### src/rtl/chroni_cpu_reader_if.sv
// CPU-side bus bundle for chroni_cpu_reader: address, read/write strobes,
// snooped write data and the read response.
interface chroni_cpu_reader_if;
   logic [15:0] cpu_addr;
   logic        cpu_rd_en;
   logic        cpu_wr_en;
   logic [7:0]  cpu_wr_data;
   logic [7:0]  cpu_rd_data;
   logic        cpu_rd_valid;
   logic        cpu_busy;

   modport master (
      output cpu_addr, cpu_rd_en, cpu_wr_en, cpu_wr_data,
      input  cpu_rd_data, cpu_rd_valid, cpu_busy
   );

   modport slave (
      input  cpu_addr, cpu_rd_en, cpu_wr_en, cpu_wr_data,
      output cpu_rd_data, cpu_rd_valid, cpu_busy
   );
endinterface

### src/rtl/chroni_cpu_reader.sv
// CPU read responder for the chroni register window (0x9000-0x900F) and VRAM window (0xA000-0xDFFF).
// Palette readback (index/low/high sequencing) is built only when CHRONI_PAL_READBACK_EN is defined.
module chroni_cpu_reader #(
   parameter int VRAM_LATENCY = 2,
   parameter int PAL_LATENCY  = 2
) (
   input  logic                      sys_clk,
   input  logic                      reset_n,
   chroni_cpu_reader_if.slave        cpu,
   input  logic [2:0]                vram_page,
   output logic                      vram_rd_en,
   output logic [16:0]               vram_rd_addr,
   input  logic [7:0]                vram_rd_data,
   output logic [7:0]                pal_rd_addr,
   input  logic [15:0]               pal_rd_data,
   input  logic [1:0]                vga_mode,
   input  logic                      in_vblank,
   input  logic [9:0]                scanline
);

   typedef enum logic [1:0] {IDLE, VRAM_WAIT, PAL_WAIT, RESP} state_t;

   state_t     state, next_state;
   logic [7:0] wait_cnt;
   logic [7:0] rd_data;
   logic [7:0] reg_byte;
   logic [7:0] idx_byte;
   logic [7:0] hi_byte;
   logic [1:0] scan_hi;
   logic [3:0] offset;
   logic       reg_cs, vram_cs, accept, vram_done, pal_done, pal_lo_read;

   assign reg_cs    = (cpu.cpu_addr[15:4] == 12'h900);
   assign vram_cs   = (cpu.cpu_addr[15:13] == 3'b101) || (cpu.cpu_addr[15:13] == 3'b110);
   assign offset    = cpu.cpu_addr[3:0];
   // A simultaneous write wins: the read in that cycle is dropped.
   assign accept    = (state == IDLE) && cpu.cpu_rd_en && !cpu.cpu_wr_en;
   assign vram_done = (state == VRAM_WAIT) && (wait_cnt == 8'(VRAM_LATENCY));
   assign pal_done  = (state == PAL_WAIT) && (wait_cnt == 8'(PAL_LATENCY));

   assign cpu.cpu_rd_data  = rd_data;
   assign cpu.cpu_rd_valid = (state == RESP);
   assign cpu.cpu_busy     = (state == VRAM_WAIT) || (state == PAL_WAIT);

   always_ff @(posedge sys_clk) begin
      if (!reset_n) state <= IDLE;
      else          state <= next_state;
   end

   always_comb begin
      next_state = state;
      case (state)
         IDLE: begin
            if (accept) begin
               if (vram_cs)          next_state = VRAM_WAIT;
               else if (pal_lo_read) next_state = PAL_WAIT;
               else                  next_state = RESP;
            end
         end
         VRAM_WAIT: if (vram_done) next_state = RESP;
         PAL_WAIT:  if (pal_done)  next_state = RESP;
         RESP:      next_state = IDLE;
         default:   next_state = IDLE;
      endcase
   end

   always_comb begin
      reg_byte = 8'hFF;
      if (reg_cs) begin
         case (offset)
            4'd0:    reg_byte = {in_vblank, 5'b0, vga_mode};
            4'd1:    reg_byte = scanline[7:0];
            4'd2:    reg_byte = {6'b0, scan_hi};
            4'd4:    reg_byte = idx_byte;
            4'd5:    reg_byte = hi_byte;
            4'd6:    reg_byte = {5'b0, vram_page};
            default: reg_byte = 8'h00;
         endcase
      end
   end

   // The wait counter restarts on every accept, so it reads 0 in the first wait cycle.
   always_ff @(posedge sys_clk) begin
      if (!reset_n) begin
         rd_data      <= 8'h00;
         vram_rd_en   <= 1'b0;
         vram_rd_addr <= 17'd0;
         scan_hi      <= 2'b00;
         wait_cnt     <= 8'd0;
      end else begin
         vram_rd_en <= 1'b0;
         wait_cnt   <= wait_cnt + 8'd1;
         if (accept) begin
            wait_cnt <= 8'd0;
            if (vram_cs) begin
               vram_rd_en   <= 1'b1;
               vram_rd_addr <= {vram_page, ~cpu.cpu_addr[13], cpu.cpu_addr[12:0]};
            end else if (!pal_lo_read) begin
               rd_data <= reg_byte;
            end
            if (reg_cs && offset == 4'd1) scan_hi <= scanline[9:8];
         end
         if (vram_done) rd_data <= vram_rd_data;
         if (pal_done)  rd_data <= pal_rd_data[7:0];
      end
   end

`ifdef CHRONI_PAL_READBACK_EN
   logic [7:0] pal_idx;
   logic [7:0] pal_hi;
   logic       phase_hi, wr_pending, wr_idx, pal_hi_read;

   assign wr_idx      = cpu.cpu_wr_en && reg_cs && (offset == 4'd4);
   assign pal_lo_read = reg_cs && (offset == 4'd5) && !phase_hi;
   assign pal_hi_read = reg_cs && (offset == 4'd5) && phase_hi;
   assign idx_byte    = pal_idx;
   assign hi_byte     = phase_hi ? pal_hi : 8'h00;

   // An index write during PAL_WAIT lets the fetch finish, but the phase must end up LO.
   always_ff @(posedge sys_clk) begin
      if (!reset_n) begin
         pal_idx     <= 8'd0;
         pal_hi      <= 8'd0;
         phase_hi    <= 1'b0;
         wr_pending  <= 1'b0;
         pal_rd_addr <= 8'd0;
      end else begin
         if (accept && pal_lo_read) begin
            pal_rd_addr <= pal_idx;
            wr_pending  <= 1'b0;
         end
         if (accept && pal_hi_read) begin
            pal_idx  <= pal_idx + 8'd1;
            phase_hi <= 1'b0;
         end
         if (pal_done) begin
            pal_hi   <= pal_rd_data[15:8];
            phase_hi <= !wr_pending;
         end
         if (wr_idx) begin
            pal_idx    <= cpu.cpu_wr_data;
            phase_hi   <= 1'b0;
            wr_pending <= (state == PAL_WAIT);
         end
      end
   end
`else
   logic unused_pal;

   assign unused_pal  = ^{pal_rd_data[15:8], cpu.cpu_wr_data};
   assign pal_lo_read = 1'b0;
   assign idx_byte    = 8'h00;
   assign hi_byte     = 8'h00;
   assign pal_rd_addr = 8'd0;
`endif

endmodule

### src/flat_wrapper.sv
// flat-port wrapper written by rule: the top's interface ports become plain ports
module chroni_cpu_reader_flat 
#(
   parameter int VRAM_LATENCY = 2,
   parameter int PAL_LATENCY  = 2
)
  (sys_clk, reset_n, vram_page, vram_rd_en, vram_rd_addr, vram_rd_data, pal_rd_addr, pal_rd_data, vga_mode, in_vblank, scanline, cpu_cpu_addr, cpu_cpu_rd_en, cpu_cpu_wr_en, cpu_cpu_wr_data, cpu_cpu_rd_data, cpu_cpu_rd_valid, cpu_cpu_busy);
  chroni_cpu_reader_if cpu_i ();
  input  logic sys_clk;
  input  logic reset_n;
  input  logic [2:0] vram_page;
  output logic vram_rd_en;
  output logic [16:0] vram_rd_addr;
  input  logic [7:0] vram_rd_data;
  output logic [7:0] pal_rd_addr;
  input  logic [15:0] pal_rd_data;
  input  logic [1:0] vga_mode;
  input  logic in_vblank;
  input  logic [9:0] scanline;
  input wire logic [$bits(cpu_i.cpu_addr)-1:0] cpu_cpu_addr;
  input wire logic [$bits(cpu_i.cpu_rd_en)-1:0] cpu_cpu_rd_en;
  input wire logic [$bits(cpu_i.cpu_wr_en)-1:0] cpu_cpu_wr_en;
  input wire logic [$bits(cpu_i.cpu_wr_data)-1:0] cpu_cpu_wr_data;
  output wire logic [$bits(cpu_i.cpu_rd_data)-1:0] cpu_cpu_rd_data;
  output wire logic [$bits(cpu_i.cpu_rd_valid)-1:0] cpu_cpu_rd_valid;
  output wire logic [$bits(cpu_i.cpu_busy)-1:0] cpu_cpu_busy;
  assign cpu_i.cpu_addr = cpu_cpu_addr;
  assign cpu_i.cpu_rd_en = cpu_cpu_rd_en;
  assign cpu_i.cpu_wr_en = cpu_cpu_wr_en;
  assign cpu_i.cpu_wr_data = cpu_cpu_wr_data;
  assign cpu_cpu_rd_data = cpu_i.cpu_rd_data;
  assign cpu_cpu_rd_valid = cpu_i.cpu_rd_valid;
  assign cpu_cpu_busy = cpu_i.cpu_busy;
  chroni_cpu_reader #(.VRAM_LATENCY(VRAM_LATENCY), .PAL_LATENCY(PAL_LATENCY)) u_core (.sys_clk(sys_clk), .reset_n(reset_n), .cpu(cpu_i), .vram_page(vram_page), .vram_rd_en(vram_rd_en), .vram_rd_addr(vram_rd_addr), .vram_rd_data(vram_rd_data), .pal_rd_addr(pal_rd_addr), .pal_rd_data(pal_rd_data), .vga_mode(vga_mode), .in_vblank(in_vblank), .scanline(scanline));
endmodule
### config.mk
export PLATFORM = sky130hd
export DESIGN_NAME = chroni_cpu_reader_flat
export DESIGN_NICKNAME = d
export VERILOG_FILES = /design/src/rtl/chroni_cpu_reader_if.sv /design/src/rtl/chroni_cpu_reader.sv /design/src/flat_wrapper.sv
export SDC_FILE = /design/constraint.sdc
export NUM_CORES = 1
export LEC_CHECK = 0
export BUFFER_PORTS_ARGS = -buffer_cell sky130_fd_sc_hd__clkbuf_2
export CAP_MARGIN = 10
export CORE_MARGIN = 5
export CORE_UTILIZATION = 45
export DETAILED_ROUTE_END_ITERATION = 10
export PLACE_DENSITY_LB_ADDON = 0.25
export SLEW_MARGIN = 0
export SYNTH_ARGS = -nofsm -noshare
export SYNTH_HDL_FRONTEND = slang
export SYNTH_SLANG_ARGS = --single-unit
### constraint.sdc
create_clock -name sys_clk -period 2.1 [get_ports sys_clk]
set_input_delay 0.315 -clock sys_clk [delete_from_list [all_inputs] [get_ports sys_clk]]
set_output_delay 0.315 -clock sys_clk [all_outputs]
set_load 0.02 [all_outputs]
==> metrics.csv <==
metric;value;unit
initial core utilization;0.4671;
Final GP Congestion;0.8404;
Synth Register Bits;38;
ranking of synthesized cells by area;dfxtp_1 37%, mux2i_1 11%, nor2_1 5.1%;
wire length per cell;14.08;um
DR vias/cell;5.282;
Filler cells;448;
area delta synth->final;25.91;%
first-pass GRT wire length;8445;um
chip width;77.69;um
Synth top cells by count;38 x dfxtp_1, 28 x nor2_1, 22 x mux2i_1;
final setup margin;0.1256;ns
Final Util;0.5882;
most common cell in the netlist;dfxtp_1;
Setup TNS;0;ns
WS Path Type;register to register;
largest area contributor in the netlist;dfxtp_1;
GR Layer Usage met3;0.04051;
Pre-antenna DRT Iters;4;
Post-synth EDFFs;0;
total grt overflow;0;
Worst Max-Slew Pin Slew;0.6921;ns
Core ar.;4414;um^2
Tmin final;1.974;ns
Synth Flop Type;dfxtp_1;
clk_skew;0.008505;ns
die area;6036;um^2
final period utilization;0.9402;
met2 global-route usage;0.2838;
vias in the first global route;1884;
CP Data Required Time;2.24;ns
Skew-Pair Late Insertion Delay;0.29;ns
initial antenna violation count;0;
Setup WS pre-CTS;0.1345;ns
CTS clk-pin slew, worst paths;0.08;ns
total power;0.002017;W
largest net degree at the start of global routing;23;
Final Max Slew Viols;0;
YS warnings;0;
Residual DRC;0;
Synth top area share;0.3689;
RSZ-0062 raised after global routing;false;
power per cell area;776.9;nW/um^2
Seq/Total Area, Yosys;0.3689;
DP HPWL;3985;um
Fin. Hold Viols;0;
gr busiest metal;met2;
Slew headroom;0.5381;
final setup fails;0;
Post-Layout Cell Count;369;
Cell Area, Synth;2062;um^2
gate count of the mapped netlist;236;
share of post-route cells with drive strength above 1;0.3155;
Num Clock Sinks;38;
post-synth cell types;41;
CP Launch Type;register;
M1 GR Usage;0.2067;
worst min path class;primary input to register;
Worst EP arrival;2.12;ns
vias post-DR;1949;
Port Buffer Count;79;
CTS Root Cell;clkbuf_8;
crit-path max FO;12;
hold_buf cts;0;
max_cap viols;0;
critical path capture point type;register;
buffer depth of the longest clock path;2;
chip height;77.69;um
Initial DRC Count;103;
total routed wirelength;5195;um
IO Pins;104;
antenna cell count;0;
cts repair resizes;0;
row count;24;
outcome;complete, no violations;
CTS tree;done;
maximum level of the CTS H-tree;2;
peak supply drop;467.7;uV
Nets;392;
Async S/R FF share, synth;0;
Final ANT Viol Nets;0;
Fmax achieved;506.5;MHz
total CTS buffers;5;
placed cell count;362;
Pleak;1.325;nW
Setup Fix Bufs, Post-CTS;0;
Total GRT Usage;0.1673;
Syn Area/Cell;8.737;um^2
[sequential cells by signal, indices dropped and copies added (netlist names)]
signal,flops
u_core.vram_rd_addr,17
u_core.scan_hi,2
u_core.vram_rd_en,1
u_core.wait_cnt,8
u_core.cpu.cpu_rd_data,8
u_core.state,2
[area by class of cell]
type	instances	area [um^2]	share of cell area
multi-input combinational	168	1155	0.4448
inverter	15	56.30	0.02169
sequential	38	760.7	0.2930
tap	52	65.06	0.02506
clock buffer	7	76.32	0.02940
timing repair buffer	89	483.0	0.1860
[worst paths after layout]
| kind | startpoint | end | slack (ns) | depth (start not counted) |
|---|---|---|---|---|
| worst min register to register | u_core.vram_rd_addr[6] | u_core.vram_rd_addr[6] | 0.50 | 2 |
| worst max register to register | u_core.wait_cnt[1] | u_core.cpu.cpu_rd_data[4] | 0.13 | 6 |
| worst max-delay path | u_core.wait_cnt[1] | u_core.cpu.cpu_rd_data[4] | 0.13 | 6 |
| worst min-delay path | pal_rd_data[0] | u_core.cpu.cpu_rd_data[0] | 0.27 | 3 |
[cells in the final DEF (no fill, tap or decap), types with 2 or more instances in the layout]
cell       netlist  layout
conb_1           1       8
clkbuf_8         0       5
o221a_2          3       3
o2bb2ai_1        3       3
clkbuf_2         0      79
nand2_1          9       9
a311oi_1         3       3
nor4b_1          4       4
and2_1           4       4
clkbuf_1        10       2
o21a_1           4       4
dfxtp_1         38      38
a21oi_1         12      12
mux2i_1         22      22
inv_1           15      15
o221ai_1         3       3
nor2_1          28      28
ha_1             7       7
o32a_1           3       3
xor2_1           6       6
buf_4            8       9
or3_1            5       5
o22ai_1          3       3
o211ai_1         3       3
nand3_1         11      11
nor3_1           9       9
and3_1           3       3
o32ai_1          2       2
[metal layers]
layer  vias to the layer above  part of all wire
li1                        982                 -
met1                       894              0.42
met2                        71              0.50
met3                         2             0.074
met4                         0            0.0029
met5                         -                 0
[worst max-delay path, stage by stage, from the launching register on]
cell,delay [ns]
dfxtp_1,0.39
ha_1,0.19
or4b_4,0.49
nor3_1,0.20
buf_4,0.21
or2_1,0.23
a311oi_1,0.12
[kinds of logic after synthesis]
family,synth area share
simple gates,0.2172
compound gates,0.1493
flops,0.3689
buf+inv,0.08374
mux,0.1068
fa+ha+maj,0.04247
xor+xnor,0.02973
other cells,0.001819
[where the power goes]
part | internal, W | switching (W)
clock network | 0.000229 | 0.000241
registers | 0.000799 | 0.0000583
logic | 0.000284 | 0.000406
[per-stage QoR]
| stage | hold WS (ns) | instance area (um^2) |
|---|---|---|
| final | 0.2722 | 2596 |
| after global routing | 0.2775 | 2596 |
| after CTS | 0.2766 | 2596 |
| after detailed placement | 0.4848 | 2520 |
| after global placement | 0.4718 | 2520 |
| after floorplan | 0.4489 | 2088 |
(Power assumes the default switching activity.)
